`src/rtl/proc_control_fsm.sv`:
```
// Fetch/decode/execute sequencer for the 16-bit processor: one state per cycle, Moore outputs from state and IR.
// Write strobes are masked by reset so no datapath state changes while reset is high.
module proc_control_fsm (
    input  logic        clock,
    input  logic        reset,
    input  logic [15:0] ir,
    output logic        pc_clr,
    output logic        pc_up,
    output logic        ir_ld,
    output logic [7:0]  d_addr,
    output logic        d_wr,
    output logic        rf_s,
    output logic [3:0]  rf_w_addr,
    output logic        rf_w_wr,
    output logic [3:0]  rf_ra_addr,
    output logic [3:0]  rf_rb_addr,
    output logic [2:0]  alu_s,
    output logic [3:0]  state_o,
    output logic        halted
);

    typedef enum logic [3:0] {
        ST_INIT   = 4'd0,
        ST_FETCH  = 4'd1,
        ST_DECODE = 4'd2,
        ST_NOOP   = 4'd3,
        ST_LOADA  = 4'd4,
        ST_LOADB  = 4'd5,
        ST_STORE  = 4'd6,
        ST_ADD    = 4'd7,
        ST_SUB    = 4'd8,
        ST_HALT   = 4'd9
    } state_t;

    localparam logic [3:0] OP_NOOP  = 4'b0000;
    localparam logic [3:0] OP_STORE = 4'b0001;
    localparam logic [3:0] OP_LOAD  = 4'b0010;
    localparam logic [3:0] OP_ADD   = 4'b0011;
    localparam logic [3:0] OP_SUB   = 4'b0100;
    localparam logic [3:0] OP_HALT  = 4'b0101;

    localparam logic [2:0] ALU_ZERO = 3'b000;
    localparam logic [2:0] ALU_ADD  = 3'b001;
    localparam logic [2:0] ALU_SUB  = 3'b010;

    state_t     state_q;
    state_t     state_d;
    logic [3:0] opcode;

    // Ungated write strobes; the reset mask is applied at the ports.
    logic       pc_up_raw;
    logic       ir_ld_raw;
    logic       d_wr_raw;
    logic       rf_w_wr_raw;

    assign opcode = ir[15:12];

    always_ff @(posedge clock) begin
        if (reset) begin
            state_q <= ST_INIT;
        end else begin
            state_q <= state_d;
        end
    end

    always_comb begin
        state_d = state_q;
        unique case (state_q)
            ST_INIT:   state_d = ST_FETCH;
            ST_FETCH:  state_d = ST_DECODE;
            ST_DECODE: begin
                case (opcode)
                    OP_NOOP:  state_d = ST_NOOP;
                    OP_STORE: state_d = ST_STORE;
                    OP_LOAD:  state_d = ST_LOADA;
                    OP_ADD:   state_d = ST_ADD;
                    OP_SUB:   state_d = ST_SUB;
                    OP_HALT:  state_d = ST_HALT;
                    default:  state_d = ST_NOOP;
                endcase
            end
            ST_NOOP:   state_d = ST_FETCH;
            ST_LOADA:  state_d = ST_LOADB;
            ST_LOADB:  state_d = ST_FETCH;
            ST_STORE:  state_d = ST_FETCH;
            ST_ADD:    state_d = ST_FETCH;
            ST_SUB:    state_d = ST_FETCH;
            ST_HALT:   state_d = ST_HALT;
            default:   state_d = ST_INIT;
        endcase
    end

    always_comb begin
        pc_clr      = 1'b0;
        pc_up_raw   = 1'b0;
        ir_ld_raw   = 1'b0;
        d_addr      = 8'h00;
        d_wr_raw    = 1'b0;
        rf_s        = 1'b0;
        rf_w_addr   = 4'h0;
        rf_w_wr_raw = 1'b0;
        rf_ra_addr  = 4'h0;
        rf_rb_addr  = 4'h0;
        alu_s       = ALU_ZERO;
        halted      = 1'b0;
        case (state_q)
            ST_INIT: begin
                pc_clr = 1'b1;
            end
            ST_FETCH: begin
                ir_ld_raw = 1'b1;
                pc_up_raw = 1'b1;
            end
            // LoadA only presents the address; the synchronous RAM returns data in LoadB.
            ST_LOADA: begin
                d_addr = ir[11:4];
                rf_s   = 1'b1;
            end
            ST_LOADB: begin
                d_addr      = ir[11:4];
                rf_s        = 1'b1;
                rf_w_addr   = ir[3:0];
                rf_w_wr_raw = 1'b1;
            end
            ST_STORE: begin
                rf_ra_addr = ir[11:8];
                d_addr     = ir[7:0];
                d_wr_raw   = 1'b1;
            end
            ST_ADD: begin
                rf_ra_addr  = ir[11:8];
                rf_rb_addr  = ir[7:4];
                rf_w_addr   = ir[3:0];
                rf_w_wr_raw = 1'b1;
                alu_s       = ALU_ADD;
            end
            ST_SUB: begin
                rf_ra_addr  = ir[11:8];
                rf_rb_addr  = ir[7:4];
                rf_w_addr   = ir[3:0];
                rf_w_wr_raw = 1'b1;
                alu_s       = ALU_SUB;
            end
            ST_HALT: begin
                halted = 1'b1;
            end
            default: begin
            end
        endcase
    end

    assign pc_up   = pc_up_raw   & ~reset;
    assign ir_ld   = ir_ld_raw   & ~reset;
    assign d_wr    = d_wr_raw    & ~reset;
    assign rf_w_wr = rf_w_wr_raw & ~reset;
    assign state_o = state_q;

endmodule
```
`config.mk`:
```
export PLATFORM = sky130hd
export DESIGN_NAME = proc_control_fsm
export DESIGN_NICKNAME = d
export VERILOG_FILES = /design/src/rtl/proc_control_fsm.sv
export SDC_FILE = /design/constraint.sdc
export NUM_CORES = 1
export LEC_CHECK = 0
export ABC_CLOCK_PERIOD_IN_PS = 1700
export CAP_MARGIN = 30
export CORE_MARGIN = 3
export CORE_UTILIZATION = 30
export DETAILED_ROUTE_END_ITERATION = 16
export PLACE_DENSITY_LB_ADDON = 0.25
export SYNTH_ARGS = -nofsm -noshare
export SYNTH_HDL_FRONTEND = slang
export SYNTH_SLANG_ARGS = --single-unit
```
`constraint.sdc`:
```
create_clock -name clock -period 1.7 [get_ports clock]
set_input_delay 0.34 -clock clock [delete_from_list [all_inputs] [get_ports clock]]
set_output_delay 0.34 -clock clock [all_outputs]
set_load 0.05 [all_outputs]
```
==> tab_implementation.tex, run 1 <==
\begin{tabular}{lr}
\hline
Metric & Value \\
\hline
\multicolumn{2}{l}{\textbf{Placed design}} \\
\quad Final RePlAce weighted congestion & about 0.77 \\
\quad Quantity of I/O buffers inserted on ports & 50 \\
\quad HPWL reported at the end of detailed placement & slightly below 3000 microns \\
\multicolumn{2}{l}{\textbf{Synth}} \\
\quad Per-instance average area after synthesis & around 8.2 sq um \\
\quad Flops \& latches, synth & 4 \\
\quad Yosys warning count & 0 \\
\quad Gate count after technology mapping & 68 \\
\quad Library cells used by synthesis & 30 \\
\quad Seq/Total Area, Yosys & 0.144 \\
\quad Net count of the mapped netlist & between 80 and 90 \\
\quad Summed instance area of the synthesized netlist & about 560 sq um \\
\multicolumn{2}{l}{\textbf{Die}} \\
\quad Initial Util & 0.341 \\
\quad Chip height & about 49 microns \\
\quad Width of the chip & about 49 microns \\
\quad Number of placement rows & 14 \\
\quad IO Pins & 52 \\
\multicolumn{2}{l}{\textbf{Run status}} \\
\quad Last stage reached & detailed placement \\
\quad Error that ended the run & [ERROR DPL-0033] detailed placement checks failed during check placement. \\
\quad Outcome & aborted with a tool error \\
\hline
\end{tabular}
==> synth_stat cells <==
cell type / count / share of area
sky130_fd_sc_hd__or4b_1: 2 / 0.036
sky130_fd_sc_hd__a22o_1: 8 / 0.13
sky130_fd_sc_hd__a21oi_1: 3 / 0.027
sky130_fd_sc_hd__nor3_1: 2 / 0.018
sky130_fd_sc_hd__nor2_2: 2 / 0.023
sky130_fd_sc_hd__a21o_1: 2 / 0.027
sky130_fd_sc_hd__nand2b_1: 4 / 0.045
sky130_fd_sc_hd__dfxtp_1: 4 / 0.14
sky130_fd_sc_hd__conb_1: 1 / 0.0068
sky130_fd_sc_hd__inv_1: 1 / 0.0068
sky130_fd_sc_hd__o211ai_1: 1 / 0.014
sky130_fd_sc_hd__a31o_2: 1 / 0.016
sky130_fd_sc_hd__a2111oi_1: 1 / 0.018
sky130_fd_sc_hd__mux2_2: 1 / 0.020
sky130_fd_sc_hd__and2_1: 12 / 0.14
sky130_fd_sc_hd__nor4_1: 2 / 0.023
sky130_fd_sc_hd__a2111oi_0: 1 / 0.016
sky130_fd_sc_hd__nor2b_1: 3 / 0.034
sky130_fd_sc_hd__nor3_2: 1 / 0.018
sky130_fd_sc_hd__o311ai_1: 1 / 0.016
sky130_fd_sc_hd__xnor2_1: 1 / 0.016
sky130_fd_sc_hd__o31a_1: 1 / 0.016
sky130_fd_sc_hd__nor4b_2: 1 / 0.027
sky130_fd_sc_hd__o22a_1: 1 / 0.016
sky130_fd_sc_hd__buf_2: 3 / 0.027
sky130_fd_sc_hd__o2bb2a_4: 1 / 0.036
sky130_fd_sc_hd__nor3b_1: 2 / 0.027
sky130_fd_sc_hd__nor4b_1: 1 / 0.016
sky130_fd_sc_hd__and3_1: 1 / 0.011
sky130_fd_sc_hd__buf_4: 3 / 0.041
==> stage by stage <==
stage | hold WS, ns | TNS [ns] | setup WS (ns) | cells
3_3_place_gp | 0.485 | 0 | 0.00577 | 147
2_1_floorplan | 0.399 | -5.76 | -0.302 | 68
==> cells by family after synthesis <==
group	count (synthesis)	share of synthesized area
xor gates and xnor gates	1	0.0158
DFF	4	0.144
muxes	1	0.0203
buffers and inverters	7	0.0743
and+or+nand+nor	33	0.412
other	1	0.00675
AOI/OAI and AO/OA	21	0.327
==> run 2, diff against run 1 <==
- CORE_AREA: unset -> 3 3 64 66
- CORE_MARGIN: 3 -> unset
- CORE_UTILIZATION: 30 -> unset
- DIE_AREA: unset -> 0 0 67 69
- PLACE_DENSITY_LB_ADDON: 0.25 -> 0.15
==> tab_implementation.tex, run 2 <==
\begin{tabular}{lr}
\hline
Metric & Value \\
\hline
\multicolumn{2}{l}{\textbf{Placed design}} \\
\quad Final RePlAce weighted congestion & 0.738 (was 0.770) \\
\quad Quantity of I/O buffers inserted on ports & 50 (unchanged) \\
\quad HPWL reported at the end of detailed placement & 2070 microns (was 2980 microns) \\
\multicolumn{2}{l}{\textbf{Worst hold path}} \\
\quad Hold WC Path Type & in2reg \\
\quad WHS Path Cells & 3 \\
\quad Hold path startpoint & reset \\
\quad Worst hold endpoint & state\_o[3] \\
\multicolumn{2}{l}{\textbf{Synth}} \\
\quad Most used DFF post-synth & sky130\_fd\_sc\_hd\_\_dfxtp\_1 (unchanged) \\
\quad Yosys warning count & 0 (unchanged) \\
\quad Largest family of logic cells by synthesized area & simple AND/OR/NAND/NOR gates (unchanged) \\
\quad Most numerous cell in the Yosys netlist & sky130\_fd\_sc\_hd\_\_and2\_1 (unchanged) \\
\quad Flops \& latches, synth & 4 (unchanged) \\
\quad FFs w/ async S/R, synth & 0 (unchanged) \\
\quad Number of synthesized flops with an enable pin & 0 (unchanged) \\
\quad Leading cell types by total area after synthesis & sky130\_fd\_sc\_hd\_\_dfxtp\_1, sky130\_fd\_sc\_hd\_\_and2\_1, sky130\_fd\_sc\_hd\_\_a22o\_1, sky130\_fd\_sc\_hd\_\_nand2b\_1, sky130\_fd\_sc\_hd\_\_buf\_4 (unchanged) \\
\quad List of most frequent post-synthesis cells & sky130\_fd\_sc\_hd\_\_and2\_1, sky130\_fd\_sc\_hd\_\_a22o\_1, sky130\_fd\_sc\_hd\_\_dfxtp\_1, sky130\_fd\_sc\_hd\_\_nand2b\_1 (unchanged) \\
\quad Library cells used by synthesis & 30 (unchanged) \\
\quad Post-synthesis xor/xnor area fraction & 0.0158 (unchanged) \\
\quad Net count of the mapped netlist & 86 (unchanged) \\
\quad Fraction of the mapped netlist area in adder cells & 0 (unchanged) \\
\quad Per-instance average area after synthesis & 8.17 sq um (unchanged) \\
\quad Summed instance area of the synthesized netlist & 556 sq um (unchanged) \\
\quad Fraction of the mapped netlist area in simple logic gates & 0.412 (unchanged) \\
\quad Mux cell area share after synthesis & 0.0203 (unchanged) \\
\quad Library cell with the largest summed area after synthesis & sky130\_fd\_sc\_hd\_\_dfxtp\_1 (unchanged) \\
\quad Fraction of synthesized cell area taken by the top area cell type & 0.144 (unchanged) \\
\quad Seq/Total Area, Yosys & 0.144 (unchanged) \\
\quad Share of the synthesized area in compound gates (AO/OA/AOI/OAI) & 0.327 (unchanged) \\
\quad Gate count after technology mapping & 68 (unchanged) \\
\multicolumn{2}{l}{\textbf{Route}} \\
\quad Initial detailed-routing violation count & 16 \\
\quad Detailed-route via count & 785 \\
\quad DRT Pass-1 Iters & 4 \\
\quad DRT Wirelength & between 2000 and 3000 microns \\
\quad Residual DRC count & 0 \\
\quad Post-detailed-route count of antenna-violating nets & 0 \\
\quad Average via count per standard cell & $\sim$4.2 \\
\quad Post-DR wirelength/cell & between 10 and 15 microns \\
\multicolumn{2}{l}{\textbf{Setup path}} \\
\quad Worst Path Required & 1.36 ns \\
\quad Max incr delay on CP & approximately 0.36 ns \\
\quad Kind of end point of the critical path & primary output \\
\quad Maximum fanout along the worst path & 5 \\
\quad Arr. time, crit path & 1.45 ns \\
\quad Critical path launch point type & flop \\
\quad Category of the critical setup timing path & reg2out \\
\quad R2r worst-path depth & 5 \\
\quad Reg2Reg Capture Point & state\_o[3] \\
\quad Cell Chain, Critical Path & nor4b\_4, a21o\_1, nor2b\_4, buf\_12 \\
\quad Register-to-register path setup slack & 0.25 ns \\
\quad Cell with the biggest individual delay on the critical path & sky130\_fd\_sc\_hd\_\_dfxtp\_4 \\
\quad Startpoint of the most critical register-to-register path & state\_o[3] \\
\multicolumn{2}{l}{\textbf{Timing}} \\
\quad Count of final setup violators & 13 \\
\quad Count of endpoints failing hold in the final timing report & 0 \\
\quad Minimum hold slack & 0.601 ns \\
\quad Achievable clock frequency & about 0.56 GHz \\
\quad Worst clock skew on the final layout & around 0.00083 ns \\
\quad Final worst-path cycle share & 1.06 \\
\quad Unrepaired setup endpoints after global routing & true \\
\quad Min cycle time layout & approximately 1.8 ns \\
\quad Final slew viol count & 0 \\
\quad Final setup margin & -0.0949 ns \\
\multicolumn{2}{l}{\textbf{Die}} \\
\quad Number of placement rows & 22 (was 14) \\
\quad Placeable Area & about 3600 sq um \\
\quad Initial Util & 0.153 (was 0.341) \\
\quad Die Area & 4620 sq um \\
\quad Chip height & 69 microns (was 49.0 microns) \\
\quad IO Pins & 52 (unchanged) \\
\quad Width of the chip & 67 microns (was 49.0 microns) \\
\multicolumn{2}{l}{\textbf{CTS}} \\
\quad H-tree depth & 1 \\
\quad Number of CTS-inserted buffers & 3 \\
\quad Number of clock sinks & 4 \\
\quad Clock tree root buffer cell & sky130\_fd\_sc\_hd\_\_clkbuf\_8 \\
\quad Clk Latency, worst-skew pair & 0.21 ns \\
\quad Maximum clock insertion buffer count & 2 \\
\quad Clock edge transition at the registers on the reported setup and hold paths & about 0.03 ns \\
\quad Clock tree from TritonCTS & done \\
\multicolumn{2}{l}{\textbf{GRT}} \\
\quad GRT overflow & 0 \\
\quad Wire length of the first global-routing pass & around 4000 microns \\
\quad Maximum number of pins on one net before global-route repair & 10 \\
\quad Via count of the first global-routing pass & roughly 800 \\
\quad Total track usage & 0.110 \\
\quad Number of antenna violations at the first check in global routing & 0 \\
\multicolumn{2}{l}{\textbf{Finish}} \\
\quad Antenna Diode Count & 0 \\
\quad Area growth from synthesis to layout & 232\% \\
\quad Max FFs per register & 4 \\
\quad Fraction of layout instances using a drive strength above 1 & 0.710 \\
\quad Leading cell types in the layout, fill and taps excluded & sky130\_fd\_sc\_hd\_\_buf\_12, sky130\_fd\_sc\_hd\_\_buf\_4, sky130\_fd\_sc\_hd\_\_clkdlybuf4s50\_1 \\
\quad Share of the core filled with cells & 0.507 \\
\quad Most common cell after layout, fill and taps aside & sky130\_fd\_sc\_hd\_\_buf\_12 \\
\quad Nets & $\sim$160 \\
\multicolumn{2}{l}{\textbf{Power and ir drop}} \\
\quad Portion of total power attributed to combinational logic & 0.609 \\
\quad Pwr Total & around 820 uW \\
\quad Fraction of power spent switching nets & 0.381 \\
\quad Clock network fraction of design power & 0.241 \\
\quad Pwr Density & approximately 440 nW/um\^{}2 \\
\quad Total internal power & just over 500 uW \\
\quad Sequential group share of total power & 0.151 \\
\quad Peak supply drop & approximately 360 uV \\
\quad Leakage power summed over all cells & $\sim$0.75 nW \\
\quad Net switching power & 311 uW \\
\multicolumn{2}{l}{\textbf{Run status}} \\
\quad Outcome & finished, violations left (was aborted with a tool error) \\
\quad Failing checks & negative setup slack \\
\multicolumn{2}{l}{\textbf{Flow run}} \\
\quad Number of maximum-capacitance constraint violations & 0 \\
\hline
\end{tabular}
[run 2: cell counts after synthesis]
No cell type changed its count.
[run 2: cells by family after synthesis]
logic type,Yosys count
AOI/OAI and AO/OA,21
xor gates and xnor gates,1
buffers and inverters,7
DFF,4
muxes,1
other,1
and+or+nand+nor,33
[run 2: worst max-delay path by stage]
stage	from	endpoint	slack, ns	depth (start not counted)
2_1_floorplan	state_o[2]	rf_w_wr	-0.30	3
3_3_place_gp	ir[13]	state_o[3]	0.008	4
3_5_place_dp	state_o[3]	d_addr[7]	-0.02	4
4_1_cts	state_o[0]	rf_w_wr	-0.10	4
5_1_grt	state_o[1]	rf_w_addr[2]	-0.15	4
6_report	state_o[1]	rf_w_wr	-0.09	4
[run 2: per-stage QoR]
stage,setup WS [ns],cell area (sq um),setup TNS (ns),std cells
after floorplan,-0.302,718,-5.76,68
after global placement,0.00834,1650,0,172
after detailed placement,-0.0170,1650,-0.0497,172
after CTS,-0.100,1800,-0.878,183
after global routing,-0.149,1840,-1.63,186
final,-0.0949,1840,-0.836,186
[run 2: repair_timing]
action                                  4_1_cts  5_1_grt
hold buffers                                  0        0
gates cloned                                  1        0
resized for setup                             6        7
buffers inserted                              7        3
endpoints found under the setup margin       23       21
pin swaps                                     7        3
[run 2: area by class of cell]
type	instances	area, sq um
repair buffers	72	1030
fillers	335	1790
flip-flops and latches	4	95.1
multi-input cells	58	617
inverters	1	3.75
well taps	48	60.1
clock buffers	3	41.3
[run 2: metal layers]
metal | GRT usage | wire, microns | up-vias
met5 | 0 | 0 | -
met4 | 0.0203 | 20 | 0
met3 | 0.0163 | 83 | 2
met2 | 0.204 | 1450 | 17
met1 | 0.131 | 1040 | 363
li1 | - | - | 403
[run 2: critical path, delay by kind of cell, from the launching register on]
family,cells,cell delay (ns)
buffers and inverters,1,0.14
AOI/OAI and AO/OA,1,0.21
and+or+nand+nor,2,0.53
DFF,1,0.36
[run 2: power by group through the flow]
stage	Clock [mW]	Combinational [mW]	Sequential, mW
6_report	0.197	0.498	0.123
5_1_grt	0.211	0.520	0.126
4_1_cts	0.202	0.498	0.123
3_5_place_dp	0	0.455	0.134
3_3_place_gp	0	0.452	0.133
2_1_floorplan	0	0.216	0.155
Power figures use the tool's default switching activity.
==> run 3, diff against run 2 <==
- CAP_MARGIN: 30 -> unset
==> results of run 3 <==
The final DEF is identical to that of run 2; final timing and power are the same.
